===== config.mk =====
export PLATFORM = sky130hd
export DESIGN_NAME = mmio_uart_tx
export DESIGN_NICKNAME = d
export VERILOG_FILES = /design/src/rtl/mmio_uart_pkg.sv /design/src/rtl/sync_fifo.sv /design/src/rtl/mmio_uart_tx.sv
export SDC_FILE = /design/constraint.sdc
export NUM_CORES = 1
export LEC_CHECK = 0
export ABC_AREA = 1
export BUFFER_PORTS_ARGS = -buffer_cell sky130_fd_sc_hd__buf_4
export CAP_MARGIN = 30
export CORE_MARGIN = 1.5
export CORE_UTILIZATION = 40
export CTS_CLUSTER_DIAMETER = 150
export DETAILED_ROUTE_END_ITERATION = 12
export HOLD_SLACK_MARGIN = 0.08
export PLACE_DENSITY_LB_ADDON = 0.2
export SLEW_MARGIN = 20
export SYNTH_ARGS = -nofsm -noshare
export SYNTH_HDL_FRONTEND = slang
export SYNTH_SLANG_ARGS = --single-unit

===== constraint.sdc =====
create_clock -name clk -period 2.3 [get_ports clk]
set_input_delay 0 -clock clk [delete_from_list [all_inputs] [get_ports clk]]
set_output_delay 0 -clock clk [all_outputs]
set_load 0.01 [all_outputs]

===== src/rtl/mmio_uart_pkg.sv =====
// Shared constants for the memory-mapped UART transmitter: register offsets,
// STATUS bit positions and the transmit FSM state encoding.
package mmio_uart_pkg;

  // Word offsets within the 16-byte window (address[3:2])
  localparam logic [1:0] OFF_TXDATA = 2'd0;
  localparam logic [1:0] OFF_STATUS = 2'd1;

  // STATUS register bit positions
  localparam int ST_FULL    = 0;
  localparam int ST_EMPTY   = 1;
  localparam int ST_BUSY    = 2;
  localparam int ST_OVF     = 3;
  localparam int ST_CNT_LSB = 8;

  typedef enum logic [1:0] {
    IDLE  = 2'd0,
    START = 2'd1,
    DATA  = 2'd2,
    STOP  = 2'd3
  } tx_state_e;

endpackage


===== src/rtl/sync_fifo.sv =====
// Synchronous circular-buffer FIFO. A push while full is dropped, even when a
// pop happens in the same cycle; a pop while empty is ignored.
module sync_fifo #(
  parameter int WIDTH = 8,
  parameter int DEPTH = 8,
  localparam int AW   = $clog2(DEPTH)
) (
  input  logic             clk,
  input  logic             reset,
  input  logic             push_i,
  input  logic             pop_i,
  input  logic [WIDTH-1:0] wdata_i,
  output logic [WIDTH-1:0] rdata_o,
  output logic             full_o,
  output logic             empty_o,
  output logic [AW:0]      count_o
);

  logic [WIDTH-1:0] mem_q [DEPTH];
  logic [AW-1:0]    wptr_q, wptr_d, rptr_q, rptr_d;
  logic [AW:0]      cnt_q, cnt_d;
  logic             do_push, do_pop;

  assign full_o  = (cnt_q == (AW+1)'(DEPTH));
  assign empty_o = (cnt_q == '0);
  assign count_o = cnt_q;
  assign rdata_o = mem_q[rptr_q];

  assign do_push = push_i & ~full_o;
  assign do_pop  = pop_i & ~empty_o;

  // Next-state for pointers and count; pointers wrap naturally (DEPTH is 2^AW)
  always_comb begin
    wptr_d = wptr_q;
    rptr_d = rptr_q;
    cnt_d  = cnt_q;
    if (do_push) wptr_d = wptr_q + 1'b1;
    if (do_pop)  rptr_d = rptr_q + 1'b1;
    case ({do_push, do_pop})
      2'b10:   cnt_d = cnt_q + 1'b1;
      2'b01:   cnt_d = cnt_q - 1'b1;
      default: cnt_d = cnt_q;
    endcase
  end

  // Pointer/count state with synchronous reset
  always_ff @(posedge clk) begin
    if (reset) begin
      wptr_q <= '0;
      rptr_q <= '0;
      cnt_q  <= '0;
    end else begin
      wptr_q <= wptr_d;
      rptr_q <= rptr_d;
      cnt_q  <= cnt_d;
    end
  end

  // Storage array; contents need no reset since count gates visibility
  always_ff @(posedge clk) begin
    if (do_push) mem_q[wptr_q] <= wdata_i;
  end

endmodule


===== src/rtl/mmio_uart_tx.sv =====
// Memory-mapped 8N1 UART transmitter: address decode, STATUS/overflow logic,
// TX FIFO and the serialising FSM. hit/rdata are combinational so the core
// can take them in its same-cycle read.
module mmio_uart_tx
  import mmio_uart_pkg::*;
#(
  parameter logic [31:0] BASE_ADDR    = 32'h0000_1000,
  parameter int          CLKS_PER_BIT = 16,
  parameter int          FIFO_DEPTH   = 8
) (
  input  logic        clk,
  input  logic        reset,
  input  logic        we,
  input  logic [31:0] address,
  input  logic [31:0] wdata,
  output logic        hit,
  output logic [31:0] rdata,
  output logic        tx
);

  localparam int AW = $clog2(FIFO_DEPTH);
  localparam int BW = $clog2(CLKS_PER_BIT);
  localparam logic [BW-1:0] BAUD_LAST = BW'(CLKS_PER_BIT - 1);

  logic [1:0]    off;
  logic          wr_tx, wr_st;
  logic          fifo_full, fifo_empty, pop;
  logic [AW:0]   fifo_count;
  logic [7:0]    fifo_head;
  logic          ovf_q, ovf_d;
  logic [31:0]   status;
  tx_state_e     state_q;
  logic [BW-1:0] baud_q;
  logic [2:0]    bit_q;
  logic [7:0]    shift_q;
  logic          tx_q;
  logic          baud_done;
  logic          unused_bits;

  // Byte lane select and upper write-data bits carry no meaning here
  assign unused_bits = ^{address[1:0], wdata[31:8]};

  assign off   = address[3:2];
  assign hit   = (address[31:4] == BASE_ADDR[31:4]);
  assign wr_tx = hit & we & (off == OFF_TXDATA);
  assign wr_st = hit & we & (off == OFF_STATUS);

  // The FSM takes a byte either when idle or at the last stop-bit cycle,
  // which gives back-to-back frames without an idle gap.
  assign baud_done = (baud_q == BAUD_LAST);
  assign pop = ~fifo_empty &
               ((state_q == IDLE) | ((state_q == STOP) & baud_done));

  sync_fifo #(.WIDTH(8), .DEPTH(FIFO_DEPTH)) u_fifo (
    .clk     (clk),
    .reset   (reset),
    .push_i  (wr_tx),
    .pop_i   (pop),
    .wdata_i (wdata[7:0]),
    .rdata_o (fifo_head),
    .full_o  (fifo_full),
    .empty_o (fifo_empty),
    .count_o (fifo_count)
  );

  // Sticky overflow: a dropped push sets it and wins over a same-cycle clear
  assign ovf_d = (wr_tx & fifo_full) | (ovf_q & ~(wr_st & wdata[ST_OVF]));

  // Overflow flag register
  always_ff @(posedge clk) begin
    if (reset) ovf_q <= 1'b0;
    else       ovf_q <= ovf_d;
  end

  // STATUS word assembly and side-effect-free read mux
  always_comb begin
    status                            = '0;
    status[ST_FULL]                   = fifo_full;
    status[ST_EMPTY]                  = fifo_empty;
    status[ST_BUSY]                   = (state_q != IDLE);
    status[ST_OVF]                    = ovf_q;
    status[ST_CNT_LSB +: AW+1]        = fifo_count;
    rdata = (hit && off == OFF_STATUS) ? status : '0;
  end

  // Transmit FSM: start bit, 8 data bits LSB first, stop bit
  always_ff @(posedge clk) begin
    if (reset) begin
      state_q <= IDLE;
      baud_q  <= '0;
      bit_q   <= '0;
      shift_q <= '0;
      tx_q    <= 1'b1;
    end else begin
      case (state_q)
        IDLE: begin
          tx_q <= 1'b1;
          if (pop) begin
            shift_q <= fifo_head;
            tx_q    <= 1'b0;
            baud_q  <= '0;
            state_q <= START;
          end
        end
        START: begin
          if (baud_done) begin
            baud_q  <= '0;
            bit_q   <= '0;
            tx_q    <= shift_q[0];
            state_q <= DATA;
          end else begin
            baud_q <= baud_q + 1'b1;
          end
        end
        DATA: begin
          if (baud_done) begin
            baud_q <= '0;
            if (bit_q == 3'd7) begin
              tx_q    <= 1'b1;
              state_q <= STOP;
            end else begin
              bit_q   <= bit_q + 1'b1;
              shift_q <= {1'b0, shift_q[7:1]};
              tx_q    <= shift_q[1];
            end
          end else begin
            baud_q <= baud_q + 1'b1;
          end
        end
        STOP: begin
          if (baud_done) begin
            baud_q <= '0;
            if (pop) begin
              shift_q <= fifo_head;
              tx_q    <= 1'b0;
              state_q <= START;
            end else begin
              state_q <= IDLE;
            end
          end else begin
            baud_q <= baud_q + 1'b1;
          end
        end
        default: begin
          tx_q    <= 1'b1;
          state_q <= IDLE;
        end
      endcase
    end
  end

  assign tx = tx_q;

endmodule

Word level (Yosys, flattened, before mapping)
Memories as Yosys holds them, arrays and structs flattened. A register that Yosys moved wholly into a read port is not among the register bits.
Cells that the tools add are included.
W data, S select, Z words.
- multiplexer cells: 32
- reductions and logical operators: 13
- bitwise operators: 15
- equality and inequality tests: 17
- $add $sub $neg: 6
- operators by type and width (kind ; number):
    $mux W8 ; 4
    $eq A28 B9 Y1 const B ; 1
    $pmux W8 S3 ; 1
    $pmux W4 S2 ; 2
    $mux W3 ; 5
    $mux W12 ; 1
    $reduce_and A4 Y1 ; 3
    $and A1 B1 Y1 ; 10
    $mux W2 ; 5
    $ne A2 B2 Y1 const B ; 5
    $add A3 B1 Y3 const B ; 3
    $mux W1 ; 9
    $add A4 B1 Y4 const B ; 2
    $eq A4 B4 Y1 const B ; 2
    $mux W4 ; 2
    $pmux W2 S4 ; 1
    $eq A2 B1 Y1 const B ; 3
    $eq A2 B2 Y1 const B ; 3
    $pmux W3 S2 ; 1
    $reduce_bool A2 Y1 ; 3
    $reduce_and A5 Y1 ; 1
    $logic_not A2 Y1 ; 2
    $logic_not A4 Y1 ; 1
    $ne A2 B1 Y1 const B ; 2
    8 further kinds ; 11
- flip-flop bits (word level): 29
- bits in writable memories: 64
- word-level logic and storage cells: 93
- output and inout bits: 34
- memories kept: 1
- memory list (memory ; depth ; bits a word ; read ports ; clocked after Yosys merged registers in ; wr ports ; line ; text):
    u_fifo.mem_q ; 8 ; 8 ; 1 ; 1 ; 1 ; sync_fifo.sv:19 ; logic [WIDTH-1:0] mem_q [DEPTH];

Depth between registers and ports, before layout
- depth after elaboration: 7
- gate-level depth with buffers: 17
- depth with buffers taken out: 17

Hierarchy
A second synthesis with hierarchy kept.
- cell total of the unflattened synthesis: 491
- area, all modules: 4593.2 um^2
- modules (own cells, without submodules) (module ; seq. area each (um^2) ; area an instance (um^2) ; cells each ; times used):
    sync_fifo ; 2182.1 ; 3213.1 ; 276 ; 1
    mmio_uart_tx ; 380.4 ; 1380.1 ; 215 ; 1

Worst setup path after synthesis
OpenSTA, ideal clock, no wires.
- kind: register -> register
- from: reg state_q[0]
- to: reg u_fifo.cnt_q[3], in the netlist u_fifo.count_o[3]
- slack: 0.011 ns
- data required time: 2.179 ns
- arrival time: 2.168 ns
- period minus slack after synthesis: 2.289 ns
- stages on the path, launching flop included: 17
- buffers on the path: 0
- cell sequence: dfxtp_1 inv_1 ha_1 inv_2 nand2_2 o211ai_4 inv_1 ha_1 ha_1 nand2_1 nand2_1 a21oi_1 nor2_1 nor2_1 nand2_1 o21ai_0 a21oi_1
- word-level cells in the longest chain between the ends: 7
- ends and longest elaborated chain (item ; line ; text):
    start, declared ; mmio_uart_tx.sv:32 ; tx_state_e state_q;
    start signal, assigned ; mmio_uart_tx.sv:89 ; state_q <= IDLE;
    start signal, assigned ; mmio_uart_tx.sv:102 ; state_q <= START;
    start signal, assigned ; mmio_uart_tx.sv:110 ; state_q <= DATA;
    $eq A2 B2 Y1 ; mmio_uart_tx.sv:52 ; ((state_q == IDLE) | ((state_q == STOP) & baud_done));
    $and A1 B1 Y1 ; mmio_uart_tx.sv:52 ;
    $or A1 B1 Y1 (*) ; mmio_uart_tx.sv:52 ;
    $and A1 B1 Y1 (*) ; mmio_uart_tx.sv:51 ; assign pop = ~fifo_empty &
    $and A1 B1 Y1 (*) ; sync_fifo.sv:30 ; assign do_pop = pop_i & ~empty_o;
    $eq A2 B1 Y1 or $eq A2 B2 Y1 (tied branches) ; sync_fifo.sv:39 ; case ({do_push, do_pop})
    $pmux W4 S2 or $reduce_bool A2 Y1 (tied branches) ; - ;
    end signal, assigned ; sync_fifo.sv:55 ; cnt_q <= cnt_d;
    end, declared ; sync_fifo.sv:21 ; logic [AW:0] cnt_q, cnt_d;
Mark *: on every way between the ends. The rest lies on a longest branch, timed or not.
A chain may end at the register's enable or synchronous reset.

Worst setup path after layout
Ends and elaborated chain as after synthesis.

==> impl_metrics.xml <==
<?xml version="1.0" encoding="UTF-8"?>
<metrics>
  <group name="run_status">
    <metric name="run_status" unit="">completed</metric>
  </group>
  <group name="logic_synthesis">
    <metric name="yosys_register_bits" unit="">96</metric>
    <metric name="asyncSetResetFlopFracSynth" unit="%">0</metric>
    <metric name="yosys.cell_count.top_type" unit="">sky130_fd_sc_hd__nand2_1</metric>
    <metric name="syn-mean-instance-area" unit="um^2">9.26</metric>
    <metric name="yosys-top-cells-area" unit="">sky130_fd_sc_hd__edfxtp_1, sky130_fd_sc_hd__dfxtp_1, sky130_fd_sc_hd__nand2_1</metric>
    <metric name="warning_count_from_the_yosys_run" unit="">0</metric>
    <metric name="synthDistinctLibCells" unit="">40</metric>
    <metric name="post-synth-top-area-cell" unit="">sky130_fd_sc_hd__edfxtp_1</metric>
    <metric name="syn_area" unit="mm^2">0.00466</metric>
    <metric name="synth_cells" unit="">503</metric>
    <metric name="yosys.area.top_type_share" unit="%">41.3</metric>
    <metric name="synth-seq-area-share" unit="%">55.0</metric>
    <metric name="number_of_flops_mapped_to_enable_cells_by_yosys" unit="">64</metric>
    <metric name="netlist_top_cells_count" unit="">sky130_fd_sc_hd__nand2_1, sky130_fd_sc_hd__nor2_1, sky130_fd_sc_hd__edfxtp_1, sky130_fd_sc_hd__nand3_1, sky130_fd_sc_hd__inv_1</metric>
    <metric name="synthFlopType" unit="">sky130_fd_sc_hd__edfxtp_1</metric>
  </group>
  <group name="setup_path">
    <metric name="timing.critical_path.to_type" unit="">flop</metric>
    <metric name="cp_top_family" unit="">adder cells</metric>
    <metric name="timing_worst_setup_path_type" unit="">reg2reg</metric>
    <metric name="r2r.worst_path.cells" unit="">14</metric>
    <metric name="crit_start" unit="">state_q[0]</metric>
    <metric name="critPathSlowestCell" unit="">sky130_fd_sc_hd__dfxtp_1</metric>
    <metric name="critPathMaxFanout" unit="">3</metric>
    <metric name="worst_ep_required_time" unit="ns">2.53</metric>
    <metric name="arrival" unit="ns">2.38</metric>
    <metric name="start_kind" unit="">flop</metric>
    <metric name="rr_endpoint" unit="">u_fifo.count_o[3]</metric>
    <metric name="r2r-start" unit="">state_q[0]</metric>
    <metric name="timing.critical_path.mode_cell" unit="">sky130_fd_sc_hd__nand2_1</metric>
    <metric name="timing.critical_path.slowest_cell_delay" unit="ns">0.33</metric>
    <metric name="r2r_slack" unit="ns">0.15</metric>
    <metric name="worstPathCellList" unit="">buf_4, ha_2, o211ai_4, inv_1, ha_2, ha_1, nand2_1, nand2_1, a21oi_2, nor2_1, nor2_1, nand2_1, o21ai_1, a21oi_1</metric>
    <metric name="path_buf_inv" unit="">2</metric>
    <metric name="critPathCapture" unit="">u_fifo.count_o[3]</metric>
    <metric name="cell_count_along_the_critical_path" unit="">14</metric>
  </group>
  <group name="power">
    <metric name="cell_internal_power" unit="uW">3580</metric>
    <metric name="p_seq_share" unit="%">37.3</metric>
    <metric name="power.share.combinational" unit="%">36.3</metric>
    <metric name="vdd.ir_drop.worst" unit="mV">0.508</metric>
    <metric name="totalPowerFinal" unit="uW">5560</metric>
    <metric name="power-per-cell-area" unit="mW/mm^2">993</metric>
    <metric name="clockPowerShare" unit="%">26.4</metric>
    <metric name="power.static_leakage" unit="uW">0.00233</metric>
    <metric name="total_switching_power" unit="uW">1980</metric>
    <metric name="p_sw_share" unit="%">35.6</metric>
  </group>
  <group name="floorplanning">
    <metric name="die_height" unit="um">111</metric>
    <metric name="ioPinCount" unit="">101</metric>
    <metric name="design.die.area" unit="mm^2">0.0123</metric>
    <metric name="floorplan.rows" unit="">39</metric>
    <metric name="start_util" unit="%">41.0</metric>
    <metric name="core_region_area" unit="mm^2">0.0114</metric>
    <metric name="fp.dieW" unit="um">111</metric>
  </group>
  <group name="routing">
    <metric name="initialDrtViolationCount" unit="">192</metric>
    <metric name="wirelength" unit="mm">9.87</metric>
    <metric name="detail_route.wl_per_cell" unit="um">13.6</metric>
    <metric name="drt_pre_antenna_iters" unit="">4</metric>
    <metric name="route.detailed.drc" unit="">0</metric>
    <metric name="postRouteAntennaNets" unit="">0</metric>
    <metric name="num_vias" unit="">3540</metric>
    <metric name="via_count_normalized_by_instance_count" unit="">4.88</metric>
  </group>
  <group name="global_routing">
    <metric name="number_of_antenna_violations_at_the_first_check_in_global_routing" unit="">0</metric>
    <metric name="via_count_of_the_first_global_routing_pass" unit="">3364</metric>
    <metric name="globalRoute.totalOverflow" unit="">0</metric>
    <metric name="grt_pass1_wl" unit="mm">16.2</metric>
    <metric name="grt.total_usage" unit="%">16.8</metric>
    <metric name="grt_max_degree" unit="">33</metric>
  </group>
  <group name="timing">
    <metric name="maxClockFrequency" unit="MHz">466</metric>
    <metric name="setup-violations-final" unit="">0</metric>
    <metric name="hold_viol" unit="">0</metric>
    <metric name="timing_max_transition_violations_final" unit="">0</metric>
    <metric name="layout_min_cycle_time" unit="ns">2.15</metric>
    <metric name="tightestPinTransition" unit="ns">0.557</metric>
    <metric name="worst_clock_skew" unit="ns">0.00680</metric>
    <metric name="tightest_slew_margin_relative_to_the_limit" unit="%">62.8</metric>
    <metric name="fin_crit_sh" unit="%">93.3</metric>
    <metric name="setup_slack" unit="ns">0.153</metric>
  </group>
  <group name="cts">
    <metric name="tritoncts" unit="">yes</metric>
    <metric name="cts_htree_levels" unit="">3</metric>
    <metric name="clock_sinks" unit="">96</metric>
    <metric name="cts-root-to-sink-buffers" unit="">2</metric>
    <metric name="clkTransAtPathRegs" unit="ns">0.06</metric>
    <metric name="ctsRootBufferMaster" unit="">sky130_fd_sc_hd__clkbuf_16</metric>
    <metric name="clk-insertion-delay-late" unit="ns">0.34</metric>
    <metric name="cts_inserted_buffers" unit="">9</metric>
  </group>
  <group name="place">
    <metric name="port_buffers" unit="">50</metric>
    <metric name="place.detailed.hpwl" unit="mm">6.57</metric>
    <metric name="place_congestion" unit="">0.771</metric>
    <metric name="dpl_worst_slack" unit="ns">-0.0173</metric>
  </group>
  <group name="layout">
    <metric name="post_layout_nets" unit="">658</metric>
    <metric name="syn2layout_area_growth" unit="%">20.3</metric>
    <metric name="post_route_cells_drive_above_1_share" unit="%">21.1</metric>
    <metric name="n_antenna_cell" unit="">0</metric>
    <metric name="final.fill_count" unit="">1072</metric>
  </group>
  <group name="worst_hold_path">
    <metric name="hold_path_startpoint" unit="">address[2]</metric>
    <metric name="worst_hold_path_type" unit="">in2reg</metric>
  </group>
  <group name="flow_run">
    <metric name="max_cap_viol_count" unit="">0</metric>
  </group>
</metrics>
## flip-flops by register name, summed over array words and instances, names as in the netlist, named ones only
register and cells:
u_fifo.mem_q 64, shift_q 8, baud_q 4, u_fifo.count_o 4, bit_q 3, u_fifo.rptr_q 3, u_fifo.wptr_q 3, state_q 2
ovf_q 1, tx 1
## area by class of cell
type | count | area, um^2 | area share, %
well taps | 143 | 179 | 3.19
flip-flops and latches | 96 | 2560 | 45.8
clock buffers | 11 | 233 | 4.15
multi-input cells | 349 | 1780 | 31.7
clock inverters | 5 | 58.8 | 1.05
inverters | 42 | 164 | 2.93
repair buffers | 80 | 628 | 11.2
## routing by layer
layer	vias up	GRT usage [%]	part of all wire, %
met3	12	2.62	5.3
li1	1779	-	-
met4	0	6.67	1.5
met1	1637	21.1	44
met5	-	0	0
met2	112	29.2	49
## per-stage QoR
step | instances | setup TNS [ns] | util, % | hold slack, ns | cell area, um^2
floorplan | 526 | 0 | - | 0.0691 | 4740
global placement | 699 | 0 | 45.5 | 0.233 | 5170
detailed placement | 699 | -0.0173 | 45.5 | 0.240 | 5170
CTS | 726 | 0 | 49.1 | 0.155 | 5580
global route | 726 | -0.00981 | 49.3 | 0.195 | 5600
finish | 726 | 0 | 49.3 | 0.168 | 5600
## tightest hold or removal path: cells and delay by family
family | cells | cell delay (ns)
buffers and inverters | 2 | 0.11
and+or+nand+nor | 5 | 0.35
## kinds of logic after synthesis
logic type	count (synthesis)	synth area share, %
and+or+nand+nor	243	23.2
other	1	0.0805
xor gates and xnor gates	2	0.376
AOI/OAI and AO/OA	67	8.44
DFF	96	55.0
buffers and inverters	81	9.22
adders and majority gates	13	3.65
## worst min path at each step
stage | end | slack, ns | cells past startpoint
2_1_floorplan | baud_q[1] | 0.07 | 1
3_3_place_gp | u_fifo.mem_q[5][2] | 0.23 | 1
3_5_place_dp | u_fifo.mem_q[4][1] | 0.24 | 1
6_report | u_fifo.wptr_q[1] | 0.17 | 7
4_1_cts | u_fifo.wptr_q[1] | 0.16 | 7
5_1_grt | u_fifo.wptr_q[0] | 0.19 | 8
## repair_timing
action | CTS | global route
resized for setup | 1 | 9
endpoints found under the setup margin | 1 | 1
hold buffers | 11 | 0
buffers inserted | 0 | 0
hold endpoints to repair | 78 | 0
## power by group through the flow
stage / Combinational, uW / Sequential [uW] / Clock, uW
finish: 2020 / 2070 / 1470
global route: 2310 / 2090 / 1560
CTS: 2000 / 2070 / 1500
detailed placement: 1970 / 2110 / 0
global placement: 1940 / 2100 / 0
floorplan: 1520 / 2090 / 0
## layout by cell type (no fill, tap or decap), types with 3 or more instances in the layout
cell / n
sky130_fd_sc_hd__a21oi_1: 25
sky130_fd_sc_hd__buf_4: 69
sky130_fd_sc_hd__clkbuf_16: 9
sky130_fd_sc_hd__conb_1: 24
sky130_fd_sc_hd__dfxtp_1: 30
sky130_fd_sc_hd__dlygate4sd3_1: 11
sky130_fd_sc_hd__edfxtp_1: 64
sky130_fd_sc_hd__ha_1: 8
sky130_fd_sc_hd__ha_2: 3
sky130_fd_sc_hd__inv_1: 35
sky130_fd_sc_hd__inv_2: 5
sky130_fd_sc_hd__nand2_1: 96
sky130_fd_sc_hd__nand2_2: 6
sky130_fd_sc_hd__nand3_1: 38
sky130_fd_sc_hd__nor2_1: 74
sky130_fd_sc_hd__nor2_2: 9
sky130_fd_sc_hd__nor3_1: 8
sky130_fd_sc_hd__o211ai_1: 5
sky130_fd_sc_hd__o21ai_0: 22
sky130_fd_sc_hd__o21ai_1: 7
No activity file was read; power rests on OpenSTA's default activity.
